<file path="src/rtl/cordic_seq_ctrl.sv">
// rtl/cordic_seq_ctrl.sv - CORDIC iteration sequencer: load pulse, shift index walk, hyperbolic repeats, done/err pulses
module cordic_seq_ctrl #(
  parameter int N_ITER = 16
) (
  input  logic       clk,
  input  logic       rst,
  input  logic       start,
  input  logic       abort,
  input  logic [1:0] coordinate_system_in,
  input  logic       mode_vec,
  output logic       busy,
  output logic       load,
  output logic       iter_en,
  output logic [5:0] shift,
  output logic [1:0] coord_sel,
  output logic       mode_sel,
  output logic       done,
  output logic       err
);

  typedef enum logic [1:0] {S_IDLE, S_LOAD, S_ITER, S_DONE} state_t;

  localparam logic [1:0] CODE_RSVD = 2'b10;
  localparam logic [1:0] CODE_HYP  = 2'b11;
  localparam logic [5:0] LAST_LC   = 6'(N_ITER - 1);
  localparam logic [5:0] LAST_HYP  = 6'(N_ITER);

  state_t     state;
  logic [5:0] idx;
  logic       rpt;
  logic       hyp;
  logic [5:0] last;
  logic       rpt_due;

  assign hyp  = (coord_sel == CODE_HYP);
  assign last = hyp ? LAST_HYP : LAST_LC;
  // Hyperbolic convergence needs indices 4, 13, 40 executed twice.
  assign rpt_due = hyp && !rpt && (idx == 6'd4 || idx == 6'd13 || idx == 6'd40);

  always_ff @(posedge clk or posedge rst) begin
    if (rst) begin
      state     <= S_IDLE;
      idx       <= 6'd0;
      rpt       <= 1'b0;
      busy      <= 1'b0;
      load      <= 1'b0;
      iter_en   <= 1'b0;
      shift     <= 6'd0;
      coord_sel <= 2'b00;
      mode_sel  <= 1'b0;
      done      <= 1'b0;
      err       <= 1'b0;
    end else begin
      load <= 1'b0;
      done <= 1'b0;
      err  <= 1'b0;
      if (abort && state != S_IDLE) begin
        state   <= S_IDLE;
        busy    <= 1'b0;
        iter_en <= 1'b0;
        shift   <= 6'd0;
        idx     <= 6'd0;
        rpt     <= 1'b0;
      end else begin
        case (state)
          S_IDLE: begin
            if (start && !abort) begin
              if (coordinate_system_in == CODE_RSVD) begin
                err <= 1'b1;
              end else begin
                state     <= S_LOAD;
                coord_sel <= coordinate_system_in;
                mode_sel  <= mode_vec;
                busy      <= 1'b1;
                load      <= 1'b1;
                idx       <= 6'd0;
                rpt       <= 1'b0;
              end
            end
          end
          S_LOAD: begin
            state   <= S_ITER;
            iter_en <= 1'b1;
            idx     <= hyp ? 6'd1 : 6'd0;
            shift   <= hyp ? 6'd1 : 6'd0;
          end
          S_ITER: begin
            if (idx == last && !rpt_due) begin
              state   <= S_DONE;
              busy    <= 1'b0;
              iter_en <= 1'b0;
              shift   <= 6'd0;
              idx     <= 6'd0;
              rpt     <= 1'b0;
              done    <= 1'b1;
            end else if (rpt_due) begin
              rpt <= 1'b1;
            end else begin
              idx   <= idx + 6'd1;
              shift <= idx + 6'd1;
              rpt   <= 1'b0;
            end
          end
          S_DONE: begin
            state <= S_IDLE;
          end
          default: begin
            state <= S_IDLE;
          end
        endcase
      end
    end
  end

endmodule

</file>
<file path="config.mk">
export PLATFORM = sky130hd
export DESIGN_NAME = cordic_seq_ctrl
export DESIGN_NICKNAME = d
export VERILOG_FILES = /design/src/rtl/cordic_seq_ctrl.sv
export SDC_FILE = /design/constraint.sdc
export NUM_CORES = 1
export LEC_CHECK = 0
export CAP_MARGIN = 20
export CORE_MARGIN = 2
export CORE_UTILIZATION = 49
export CTS_BUF_LIST = sky130_fd_sc_hd__clkbuf_4 sky130_fd_sc_hd__clkbuf_8
export DETAILED_ROUTE_END_ITERATION = 8
export HOLD_SLACK_MARGIN = 0.12
export PLACE_DENSITY = 0.82
export SYNTH_ARGS = -nofsm -noshare
export SYNTH_HDL_FRONTEND = slang
export SYNTH_SLANG_ARGS = --single-unit
</file>
<file path="constraint.sdc">
create_clock -name clk -period 1.7 [get_ports clk]
set_input_delay 0.34 -clock clk [delete_from_list [all_inputs] [get_ports clk]]
set_output_delay 0.34 -clock clk [all_outputs]
set_load 0.01 [all_outputs]
</file>
Word-level counts from Yosys, hierarchy flattened
Index checks and enable logic that the tools add are counted.
{"block": "totals", "reg_bits": 23, "input_bits": 7}
{"block": "op_classes", "add_sub_neg": 1, "n_eq_ne": 13, "mux": 39, "bitwise": 2, "reduce_logical": 22}
{"op": "2-to-1 mux 6 bit", "count": 6}
{"op": "2-to-1 mux 1 bit", "count": 22}
{"op": "case mux 6 bit (3 select lines)", "count": 1}
{"op": "case mux 6 bit (2 select lines)", "count": 1}
{"op": "AND reduction 4 bit", "count": 3}
{"op": "!= test 3 bit (second input constant)", "count": 3}
{"op": "== test 2 bit (second input constant)", "count": 4}
{"op": "2-to-1 mux 2 bit", "count": 4}
{"op": "case mux 2 bit (4 select lines)", "count": 1}
{"op": "adder 6 x 1 -> 6 bit (second input constant)", "count": 1}
{"op": "== test 6 x 3 -> 1 bit (second input constant)", "count": 1}
{"op": "== test 6 x 4 -> 1 bit (second input constant)", "count": 1}
{"op": "== test 6 x 5 -> 1 bit", "count": 1}
{"op": "== test 6 bit (second input constant)", "count": 1}
{"op": "case mux 1 bit (2 select lines)", "count": 3}
{"op": "AND reduction 3 bit", "count": 2}
{"op": "nonzero test 3 bit", "count": 2}
{"op": "logical AND 1 bit", "count": 5}
{"op": "2-to-1 mux 5 bit", "count": 1}
{"op": "!= test 4 bit (second input constant)", "count": 1}
{"op": "AND reduction 2 bit", "count": 2}
{"op": "nonzero test 4 bit", "count": 1}
{"op": "logical NOT 1 bit", "count": 3}
{"op": "== test 2 x 1 -> 1 bit (second input constant)", "count": 1}
{"op": "other kinds (4)", "count": 6}

Logic depth before layout (Yosys ltp)
Gate-level depths: netlist of run 1.
{"block": "logic_depth", "ltp_word": 9, "ltp_mapped": 9, "depth_no_buf": 8}

Least setup slack after synthesis of run 1
OpenSTA, ideal clock, no wires.
{"block": "synth_timing", "path_type": "register -> register", "from": "register idx[0]", "to": "register idx[2]", "setup_ns": 0.124, "t_arrival_ns": 1.765, "required_time_ns": 1.576, "path_slack_ns": -0.189, "path_stages_with_launch": 9, "path_buffers": 1, "synth_period_minus_slack_ns": 1.889, "cell_sequence": "dfrtp_1 inv_1 ha_1 mux2_2 a22o_1 nand3_2 o21ai_1 buf_2 a211o_1"}
{"block": "synth_between", "elab_chain_cells": 9, "elab_cells_between_ends": 16, "classes_between": "add/sub (1); eq/ne (5); mux (4); reduce/logical (6)"}
{"item": "from (decl)", "line": "29", "source": "logic [5:0] idx;"}
{"item": "from (signal assigned)", "line": "84", "source": "idx <= hyp ? 6'd1 : 6'd0;"}
{"item": "from (signal assigned)", "line": "99", "source": "idx <= idx + 6'd1;"}
{"item": "parallel branches: the longest is 9 deep, another holds adder 6 x 1 -> 6 bit"}
Parallel ways; which one is timed is not known. The select of a mux whose other input is x is not followed.
A chain may end at the register's enable or synchronous reset.

Worst setup path in the final report of run 1
{"block": "layout_timing", "from": "register idx[0]", "to": "register busy"}
{"block": "layout_between", "elab_chain_cells": 8, "elab_cells_between_ends": 11, "classes_between": "eq/ne (5); reduce/logical (6)"}
{"item": "== test 6 x 3 -> 1 bit or == test 6 x 4 -> 1 bit (tied branches)", "line": "38", "source": "assign rpt_due = hyp && !rpt && (idx == 6'd4 || idx == 6'd13 || idx == 6'd40);"}
{"item": "logical OR 1 bit (2 in series)", "line": "38"}
{"item": "logical AND 1 bit", "line": "38"}
{"item": "logical NOT 1 bit", "line": "88", "source": "if (idx == last && !rpt_due) begin"}
{"item": "logical AND 1 bit (*)", "line": "88"}
{"item": "!= test 3 bit (no source line) (*)"}
{"item": "AND reduction 4 bit (no source line) (*)"}
{"item": "to (signal assigned)", "line": "59", "source": "busy <= 1'b0;"}
{"item": "to (signal assigned)", "line": "74", "source": "busy <= 1'b1;"}
{"item": "to (signal assigned)", "line": "90", "source": "busy <= 1'b0;"}
{"item": "to (decl)", "line": "11", "source": "output logic busy,"}
Mark *: on every way between the ends. The rest lies on a longest branch, timed or not.

==> results of run 1 <==
state kept, by name, summed over array words and instances (netlist names):
signal	count
done	1
iter_en	1
mode_sel	1
coord_sel	2
rpt	1
busy	1
state	2
load	1
idx	6
shift	6
err	1
tightest hold or removal path, stage by stage:
cell	delay, ns
sky130_fd_sc_hd__clkdlybuf4s50_1	0.39
sky130_fd_sc_hd__inv_1	0.05
sky130_fd_sc_hd__buf_4	0.29
cells by family (layout without fill, tap and decap cells):
kind of cell,count (synthesis),after routing
compound gates,31,31
fa+ha+maj,6,6
mux,7,7
flops,23,23
simple gates,53,53
xor+xnor,3,3
buf+inv,16,74
stage by stage:
| step | hold slack, ns | power, mW | setup TNS (ns) |
|---|---|---|---|
| 2_1_floorplan | 0.342 | 1.53 | -0.333 |
| 3_3_place_gp | 0.489 | 2.02 | -1.29 |
| 3_5_place_dp | 0.496 | 2.07 | -2.26 |
| 4_1_cts | 0.346 | 2.62 | -1.26 |
| 5_1_grt | 0.356 | 2.87 | -2.75 |
| 6_report | 0.328 | 2.73 | -1.57 |
per-layer routing:
metal | track usage | vias to the layer above | part of all wire | wire length [microns]
met5 | 0 | - | 0 | 0
met4 | 0.0732 | 0 | 0.024 | 86
met2 | 0.372 | 54 | 0.50 | 1820
met1 | 0.301 | 621 | 0.42 | 1490
met3 | 0.0328 | 17 | 0.056 | 202
li1 | - | 598 | - | -
cell usage after synthesis (all sizes together), types with 4 or more instances:
library cell / count / share of area
dfrtp: 23 / 0.45
nand2: 14 / 0.041
nor2: 13 / 0.038
o21ai: 12 / 0.046
inv: 11 / 0.032
nand3: 7 / 0.031
ha: 6 / 0.058
a21oi: 4 / 0.015
buf: 4 / 0.022
mux2i: 4 / 0.031
nor3: 4 / 0.015
worst paths after layout:
path,slack [ns],endpoint
min,0.33,idx[0]
max in group asynchronous,1.13,idx[0]
min reg2reg,0.52,mode_sel
min in group clk,0.52,mode_sel
max,-0.16,busy
max reg2reg,-0.16,busy
cell type report:
class | count | area, sq um
multi-input combinational | 100 | 723
sequential | 23 | 577
fill | 145 | 568
timing repair buffer | 59 | 526
inverter | 11 | 41.3
tap | 30 | 37.5
clock buffer | 3 | 22.5
clock inverter | 1 | 5.00
repair_timing:
| action | in CTS | in global routing |
|---|---|---|
| pin swaps | 13 | 7 |
| buffers inserted | 9 | 3 |
| setup endpoints to repair | 17 | 17 |
| gates resized for setup | 18 | 6 |
| gates cloned | 0 | 0 |
report_power, final:
part           total, mW  leakage [nW]  switching, mW  internal [mW]
clock              0.271        0.0177          0.182         0.0883
sequential         0.735         0.306         0.0760          0.659
combinational       1.72         0.559          0.835          0.887
total               2.73         0.883           1.09           1.63
==> impl_metrics.yaml, run 1 <==
yosys:
  synthXorXnorAreaFrac: 0.0203
  ys_async_sr_fraction: 1.00
  synth_edf_count: 0
  syn_area_per_cell_sq_um: 9.30
  synth_top_flop_cell: "sky130_fd_sc_hd__dfrtp_1"
  largest_family_of_logic_cells_by_synthesized_area: "simple AND/OR/NAND/NOR gates"
  netlist_area_sq_um: 1290
  synth_fp_nets: 152
  post_synth_num_cell_types: 38
  synth_warnings: 0
  synth_fa_ha_area_frac: 0.0581
  synth_seq_cells: 23
  synth_compound_gate_area_share: 0.155
  yosys.area_share.simple: 0.207
  yosys-mux-area-fraction: 0.0571
  syn-instance-count: 139
  synth.yosys.seq_area_share: 0.445
pwr:
  ir_worst_vdd_mv: 1.36
  leakagePower_nw: 0.883
  power-per-cell-area_nw_per_um2: 1410
finish:
  antenna_cells_inserted: 0
  syn2layout_area_growth_pct: 49.5
  instances_no_fill: 227
  final_common_cell: "sky130_fd_sc_hd__buf_4"
  finalNetCount: 211
  final_core_utilization: 0.773
  final_area_sq_um: 1930
  fraction_of_final_layout_cells_sized_beyond_drive_strength_1: 0.325
  layout.cells.most_common_list: "sky130_fd_sc_hd__buf_4 (33), sky130_fd_sc_hd__dfrtp_1 (22), sky130_fd_sc_hd__clkdlybuf4s50_1 (18)"
global_routing:
  remaining_overflow_grt: 0
  grt_pass1_wl_mm: 5.58
  grt.total_usage: 0.224
  initial_antenna_violation_count: 0
  vias_in_the_first_global_route: 1218
  maximum_number_of_pins_on_one_net_before_global_route_repair: 24
clocking:
  numClockSinks: 23
  cts.path.max_buffers: 2
  clk_latency_ns: 0.33
  tritoncts_buffer_count: 3
  htreeDepth: 1
  cts_hold_repair.buffers: 0
  clkSlewWorstSetupHoldPaths_ns: 0.14
  tritoncts: "done"
  clockRootBuffer: "sky130_fd_sc_hd__clkbuf_4"
die:
  fp-row-count: 18
  dieWidth_microns: 55.4
  design.die.area_sq_um: 3060
  floorplan.initialDensity: 0.517
  number_of_placed_i_o_pins: 21
  core_sq_um: 2500
  floorplan.die.height_microns: 55.4
critical_path:
  critPathLaunchType: "register"
  worstSetupPathDepth: 7
  crit_arrival_ns: 2.08
  worstPathMaxFanout: 5
  cp-end-kind: "register"
  crit_path_start: "idx[0]"
  cp_top_family: "simple AND/OR/NAND/NOR gates"
  critical_path_buf_inv_count: 1
  cp_cell_sequence: "buf_6 -> nand4_1 -> or3_1 -> a21o_1 -> nor2b_4 -> or2_4 -> o2bb2ai_2"
  worst-endpoint-required_ns: 1.92
  crit_path_max_incr_delay_ns: 0.42
  setup.worst_path.class: "reg -> reg"
  r2r_start: "idx[0]"
  reg2reg_depth: 7
  slowest_stage: "sky130_fd_sc_hd__dfrtp_2"
sta:
  timing.slew.headroom: 0.748
  fmaxAchievable_mhz: 538
  report.final.setup_viol: 16
  setup_repair_after_global_routing_missed_its_margin: "true"
  hold_violations: 0
  timing_worst_slew_pin_value_ns: 0.373
  fin_crit_ns: 1.86
  slew_viol_final: 0
  clock_skew_ns: 0.0126
  final.period_utilization: 1.09
  setup_ws_ns: -0.158
run_status:
  run_status: "finished with violations"
  failed_checks: "setup timing"
drt:
  vias: 1290
  first_pass_iters: 5
  drt-vias-per-instance: 5.68
  average_wire_per_cell_in_the_routed_design_microns: 15.9
  route.antenna.remaining_nets: 0
  drc: 0
  routed_wl_mm: 3.60
  drt-initial-drc-count: 60
placement:
  detailedPlacementHpwl_mm: 2.38
  placement.setup.worst_slack_ns: -0.287
  last_weighted_congestion_value_of_the_routability_driven_placer: 0.818
  placedCellCount: 211
  io_buffers: 20
  dpl_cell_area_sq_um: 1720
run:
  maxCapViolCount: 0
hold_path:
  worstHoldPathType: "in -> async"
No activity file was read; power rests on OpenSTA's default activity.
==> run 2, diff against run 1 <==
Settings changed: CORE_ASPECT_RATIO set to 2.
==> run 2 against run 1 <==
- the flow still finishes with violations (setup timing)
- final cell count shrank 4.0%
- highest routed layer unchanged
- utilization shrank 1.5 points
- critical path type unchanged
- sequential power grew 1%
==> impl_metrics.yaml, run 2 (synthesis gave the netlist of run 1 again) <==
run_status:
  run_status: "finished with violations"
  failed_checks: "setup timing"
clocking:
  numClockSinks: 23
  cts.path.max_buffers: 2
  clockRootBuffer: "sky130_fd_sc_hd__clkbuf_8"
  clkSlewWorstSetupHoldPaths_ns: 0.08
  tritoncts_buffer_count: 3
  htreeDepth: 1
  clk_latency_ns: 0.26
  tritoncts: "done"
finish:
  final_core_utilization: 0.757
  layout.cells.most_common_list: "sky130_fd_sc_hd__buf_4 (28), sky130_fd_sc_hd__dfrtp_1 (21), sky130_fd_sc_hd__clkdlybuf4s50_1 (20)"
  fraction_of_final_layout_cells_sized_beyond_drive_strength_1: 0.316
  largest_registers: "idx: 6 flops, shift: 6 flops"
  antenna_cells_inserted: 0
  multi_input_area_sq_um: 763
  final_common_cell: "sky130_fd_sc_hd__buf_4"
  finalNetCount: 204
  final-seq-area_sq_um: 578
  syn2layout_area_growth_pct: 48.7
  num-fill-cells: 162
sta:
  report.final.setup_viol: 16
  hold_violations: 0
  setup_repair_after_global_routing_missed_its_margin: "true"
  clock_skew_ns: 0.00414
  slew_viol_final: 0
  timing.slew.headroom: 0.702
  setup_ws_ns: -0.141
  fin_crit_ns: 1.84
  fmaxAchievable_mhz: 543
  timing_worst_slew_pin_value_ns: 0.446
  final.period_utilization: 1.08
critical_path:
  r2r_start: "idx[0]"
  worst-endpoint-required_ns: 1.85
  setup.worst_path.class: "reg -> reg"
  crit_arrival_ns: 2.00
  reg2reg_depth: 8
  crit_path_start: "idx[0]"
  worstSetupEndpoint: "idx[2]"
  cp-end-kind: "register"
  r2r_end: "idx[2]"
  worstPathMaxFanout: 4
  critPathLaunchType: "register"
  regToRegSetupSlack_ns: -0.14
die:
  floorplan.initialDensity: 0.509
  fp-row-count: 26
  number_of_placed_i_o_pins: 21
  core_sq_um: 2540
  floorplan.die.height_microns: 76.6
  design.die.area_sq_um: 3090
  dieWidth_microns: 40.3
run:
  maxCapViolCount: 0
placement:
  io_buffers: 20
  last_weighted_congestion_value_of_the_routability_driven_placer: 0.918
  detailedPlacementHpwl_mm: 2.71
drt:
  first_pass_iters: 4
  drt-initial-drc-count: 41
  vias: 1304
  drc: 0
  route.antenna.remaining_nets: 0
  average_wire_per_cell_in_the_routed_design_microns: 18.3
  drt-vias-per-instance: 5.98
  routed_wl_mm: 4.00
pwr:
  total_power_mw: 2.74
  leakagePower_nw: 0.861
  ir_worst_vdd_mv: 1.01
  power-per-cell-area_nw_per_um2: 1430
hold_path:
  worstHoldPathType: "in -> async"
global_routing:
  remaining_overflow_grt: 0
  vias_in_the_first_global_route: 1401
  maximum_number_of_pins_on_one_net_before_global_route_repair: 24
  grt.total_usage: 0.289
  grt_pass1_wl_mm: 6.28
  initial_antenna_violation_count: 0
==> run 2: report_power, final <==
part	leakage, nW	internal, mW	switching, mW
Clock	0.0262	0.183	0.173
Combinational	0.530	0.770	0.870
Sequential	0.305	0.660	0.0841
Total	0.861	1.61	1.13
==> run 2: timing repair <==
action / 4_1_cts / 5_1_grt
pin swaps: 7 / 3
gates resized for setup: 20 / 5
hold buffers: 0 / 0
endpoints found under the setup margin: 16 / 16
setup buffers: 2 / 1
==> run 2: worst min-delay path by stage <==
stage,from,to,cells after the start
6_report,rst,iter_en,3
5_1_grt,rst,state[0],3
4_1_cts,rst,iter_en,3
3_5_place_dp,busy,busy,1
3_3_place_gp,iter_en,iter_en,2
2_1_floorplan,rst,busy,1
==> run 2: per-stage QoR <==
step / setup slack, ns / TNS, ns / instance area (sq um) / hold WS [ns] / cells
3_5_place_dp: -0.244 / -2.49 / 1730 / 0.504 / 211
3_3_place_gp: -0.145 / -1.17 / 1730 / 0.491 / 211
5_1_grt: -0.270 / -2.85 / 1920 / 0.489 / 218
2_1_floorplan: -0.0617 / -0.333 / 1320 / 0.342 / 139
4_1_cts: -0.123 / -1.03 / 1890 / 0.428 / 217
6_report: -0.141 / -1.41 / 1920 / 0.412 / 218
==> run 2: critical path, cell delays in order, from the launching register on <==
cell and delay, ns:
sky130_fd_sc_hd__dfrtp_2 0.41, sky130_fd_sc_hd__inv_2 0.06, sky130_fd_sc_hd__ha_4 0.16, sky130_fd_sc_hd__mux2_4 0.26, sky130_fd_sc_hd__a22o_1 0.23, sky130_fd_sc_hd__nand3_4 0.11, sky130_fd_sc_hd__o21ai_4 0.09, sky130_fd_sc_hd__buf_6 0.15
sky130_fd_sc_hd__a211o_1 0.28
==> run 2: routing by layer <==
metal,vias up,global-route usage,share of wire,wire length (microns)
met1,639,0.309,0.34,1340
met4,0,0.170,0.052,209
met3,26,0.0496,0.042,169
met2,53,0.484,0.57,2280
li1,586,-,-,-
met5,-,0,0,0
==> run 2: area by class of cell <==
cell class | instances | share of cell area
Inverter | 11 | 0.0215
Clock buffer | 4 | 0.0254
Tap cell | 28 | 0.0182
Sequential cell | 23 | 0.301
Multi-Input combinational cell | 100 | 0.397
Timing Repair Buffer | 52 | 0.237
==> run 3, diff against run 2 <==
==> constraint.sdc (replaced) <==
create_clock -name clk -period 1.7 [get_ports clk]
set_input_delay 0.255 -clock clk [delete_from_list [all_inputs] [get_ports clk]]
set_output_delay 0.255 -clock clk [all_outputs]
set_load 0.01 [all_outputs]
==> run 3 against run 2 <==
- the flow still finishes with violations (setup timing)
- sequential share of layout area down 0.36 points
- sequential cell count unchanged
- count of clock-buffer cells in the layout unchanged
- clock power up 3%
- combinational power about the same
- fmax down 1.5%
- final cell count unchanged
- total power up 0.27%
- register-to-register slack worse by 0.03 ns
- worst hold slack worse by 0.083 ns
- largest power group unchanged
==> impl_metrics.yaml, run 3 (synthesis gave the netlist of run 1 again) <==
finish:
  syn2layout_area_growth_pct: 50.1
  antenna_cells_inserted: 0
  largest_registers: "idx: 6 flops, shift: 6 flops"
  fraction_of_final_layout_cells_sized_beyond_drive_strength_1: 0.342
  instances_no_fill: 218
  layout.cells.most_common_list: "sky130_fd_sc_hd__buf_4 (27), sky130_fd_sc_hd__dfrtp_1 (22), sky130_fd_sc_hd__clkdlybuf4s50_1 (20)"
  final_core_utilization: 0.765
  num-fill-cells: 172
  finalNetCount: 204
  final_common_cell: "sky130_fd_sc_hd__buf_4"
drt:
  first_pass_iters: 4
  vias: 1255
  drc: 0
  drt-vias-per-instance: 5.76
  route.antenna.remaining_nets: 0
  drt-initial-drc-count: 46
  average_wire_per_cell_in_the_routed_design_microns: 17.2
  routed_wl_mm: 3.74
die:
  fp-row-count: 26
  floorplan.initialDensity: 0.509
  dieWidth_microns: 40.3
  floorplan.die.height_microns: 76.6
  core_sq_um: 2540
  number_of_placed_i_o_pins: 21
  design.die.area_sq_um: 3090
run:
  maxCapViolCount: 0
pwr:
  power.share.combinational: 0.597
  p_sw_mw: 1.12
  power_frac_clock: 0.133
  power.sequential.fraction: 0.271
  ir_worst_vdd_mv: 1.20
  power-per-cell-area_nw_per_um2: 1420
  cellInternalPower_mw: 1.63
  sw_frac_of_total: 0.406
  leakagePower_nw: 0.881
global_routing:
  initial_antenna_violation_count: 0
  grt.total_usage: 0.266
  grt_pass1_wl_mm: 5.76
  maximum_number_of_pins_on_one_net_before_global_route_repair: 24
  remaining_overflow_grt: 0
  vias_in_the_first_global_route: 1303
critical_path:
  critPathLaunchType: "register"
  crit_arrival_ns: 2.03
  cp-end-kind: "register"
  setup.worst_path.class: "reg -> reg"
  worst-endpoint-required_ns: 1.86
  worstPathMaxFanout: 5
sta:
  fin_crit_ns: 1.87
  final.period_utilization: 1.10
  slew_viol_final: 0
  tns_ns: -1.43
  report.final.setup_viol: 16
  timing_worst_slew_pin_value_ns: 0.343
  timing.slew.headroom: 0.769
  setup_repair_after_global_routing_missed_its_margin: "true"
  hold_violations: 0
  fmaxAchievable_mhz: 535
  clock_skew_ns: 0.00455
  setup_ws_ns: -0.169
placement:
  last_weighted_congestion_value_of_the_routability_driven_placer: 0.882
  io_buffers: 20
  detailedPlacementHpwl_mm: 2.72
  placedCellCount: 210
clocking:
  cts.path.max_buffers: 2
  numClockSinks: 23
  clockRootBuffer: "sky130_fd_sc_hd__clkbuf_8"
  htreeDepth: 1
  clkSlewWorstSetupHoldPaths_ns: 0.08
  tritoncts: "done"
  tritoncts_buffer_count: 3
  clk_latency_ns: 0.27
run_status:
  run_status: "finished with violations"
  failed_checks: "setup timing"
hold_path:
  worstHoldPathType: "in -> async"
==> run 3: cell types whose count changed in the layout (fill, tap and decap cells not counted), moves of 2 or more <==
cell                      before  now
sky130_fd_sc_hd__nor3_1        2    4
sky130_fd_sc_hd__o31ai_2       0    3
sky130_fd_sc_hd__nor3_2        2    0
sky130_fd_sc_hd__o21ai_0       8    6
sky130_fd_sc_hd__o31ai_1       2    0
==> run 3: final cells by class <==
class,count,area [sq um],share of cell area
flip-flops and latches,23,577,0.297
repair buffers,52,459,0.237
clock buffers,4,48.8,0.0251
well taps,28,35.0,0.0181
inverters,11,41.3,0.0213
multi-input cells,100,779,0.402
==> run 3: worst paths after layout <==
| kind | from | endpoint | slack (ns) | cells after the start |
|---|---|---|---|---|
| setup reg to reg | idx[1] | idx[4] | -0.17 | 8 |
| max in group asynchronous | rst | idx[0] | 1.12 | 3 |
| setup / recovery | idx[1] | idx[4] | -0.17 | 8 |
| hold / removal | rst | mode_sel | 0.33 | 3 |
| min in group clk | iter_en | iter_en | 0.52 | 2 |
| hold reg to reg | iter_en | iter_en | 0.52 | 2 |
==> run 3: power groups by stage <==
| stage | sequential (mW) | clock (mW) | combinational [mW] |
|---|---|---|---|
| 6_report | 0.743 | 0.365 | 1.64 |
| 2_1_floorplan | 0.789 | 0 | 0.739 |
| 4_1_cts | 0.739 | 0.361 | 1.42 |
| 5_1_grt | 0.757 | 0.393 | 1.76 |
| 3_3_place_gp | 0.739 | 0 | 1.31 |
| 3_5_place_dp | 0.747 | 0 | 1.36 |
==> run 3: layer usage <==
metal / share of wire / up-vias / track usage
li1: - / 584 / -
met1: 0.34 / 613 / 0.282
met2: 0.58 / 44 / 0.465
met3: 0.037 / 14 / 0.0496
met4: 0.049 / 0 / 0.117
met5: 0 / - / 0
==> run 3: through the flow <==
| stage | hold slack (ns) | worst slack, ns | power, mW | instance area [sq um] |
|---|---|---|---|---|
| floorplan | 0.257 | -0.0617 | 1.53 | 1320 |
| global placement | 0.483 | -0.0965 | 2.05 | 1720 |
| detailed placement | 0.494 | -0.182 | 2.11 | 1720 |
| CTS | 0.345 | -0.138 | 2.52 | 1820 |
| global route | 0.376 | -0.229 | 2.91 | 1940 |
| finish | 0.329 | -0.169 | 2.75 | 1940 |
==> run 3: what timing repair did <==
action,4_1_cts,5_1_grt
setup buffers,2,2
endpoints found under the setup margin,16,17
hold buffers,0,0
pin swaps,7,9
resized for setup,7,25
==> run 3: critical path, cell delays in order (launching register included) <==
cell	delay [ns]
sky130_fd_sc_hd__dfrtp_1	0.39
sky130_fd_sc_hd__buf_6	0.13
sky130_fd_sc_hd__nand4_1	0.10
sky130_fd_sc_hd__or3_1	0.37
sky130_fd_sc_hd__a21o_1	0.22
sky130_fd_sc_hd__nor2b_4	0.16
sky130_fd_sc_hd__buf_6	0.14
sky130_fd_sc_hd__a21oi_2	0.13
sky130_fd_sc_hd__o22ai_2	0.11
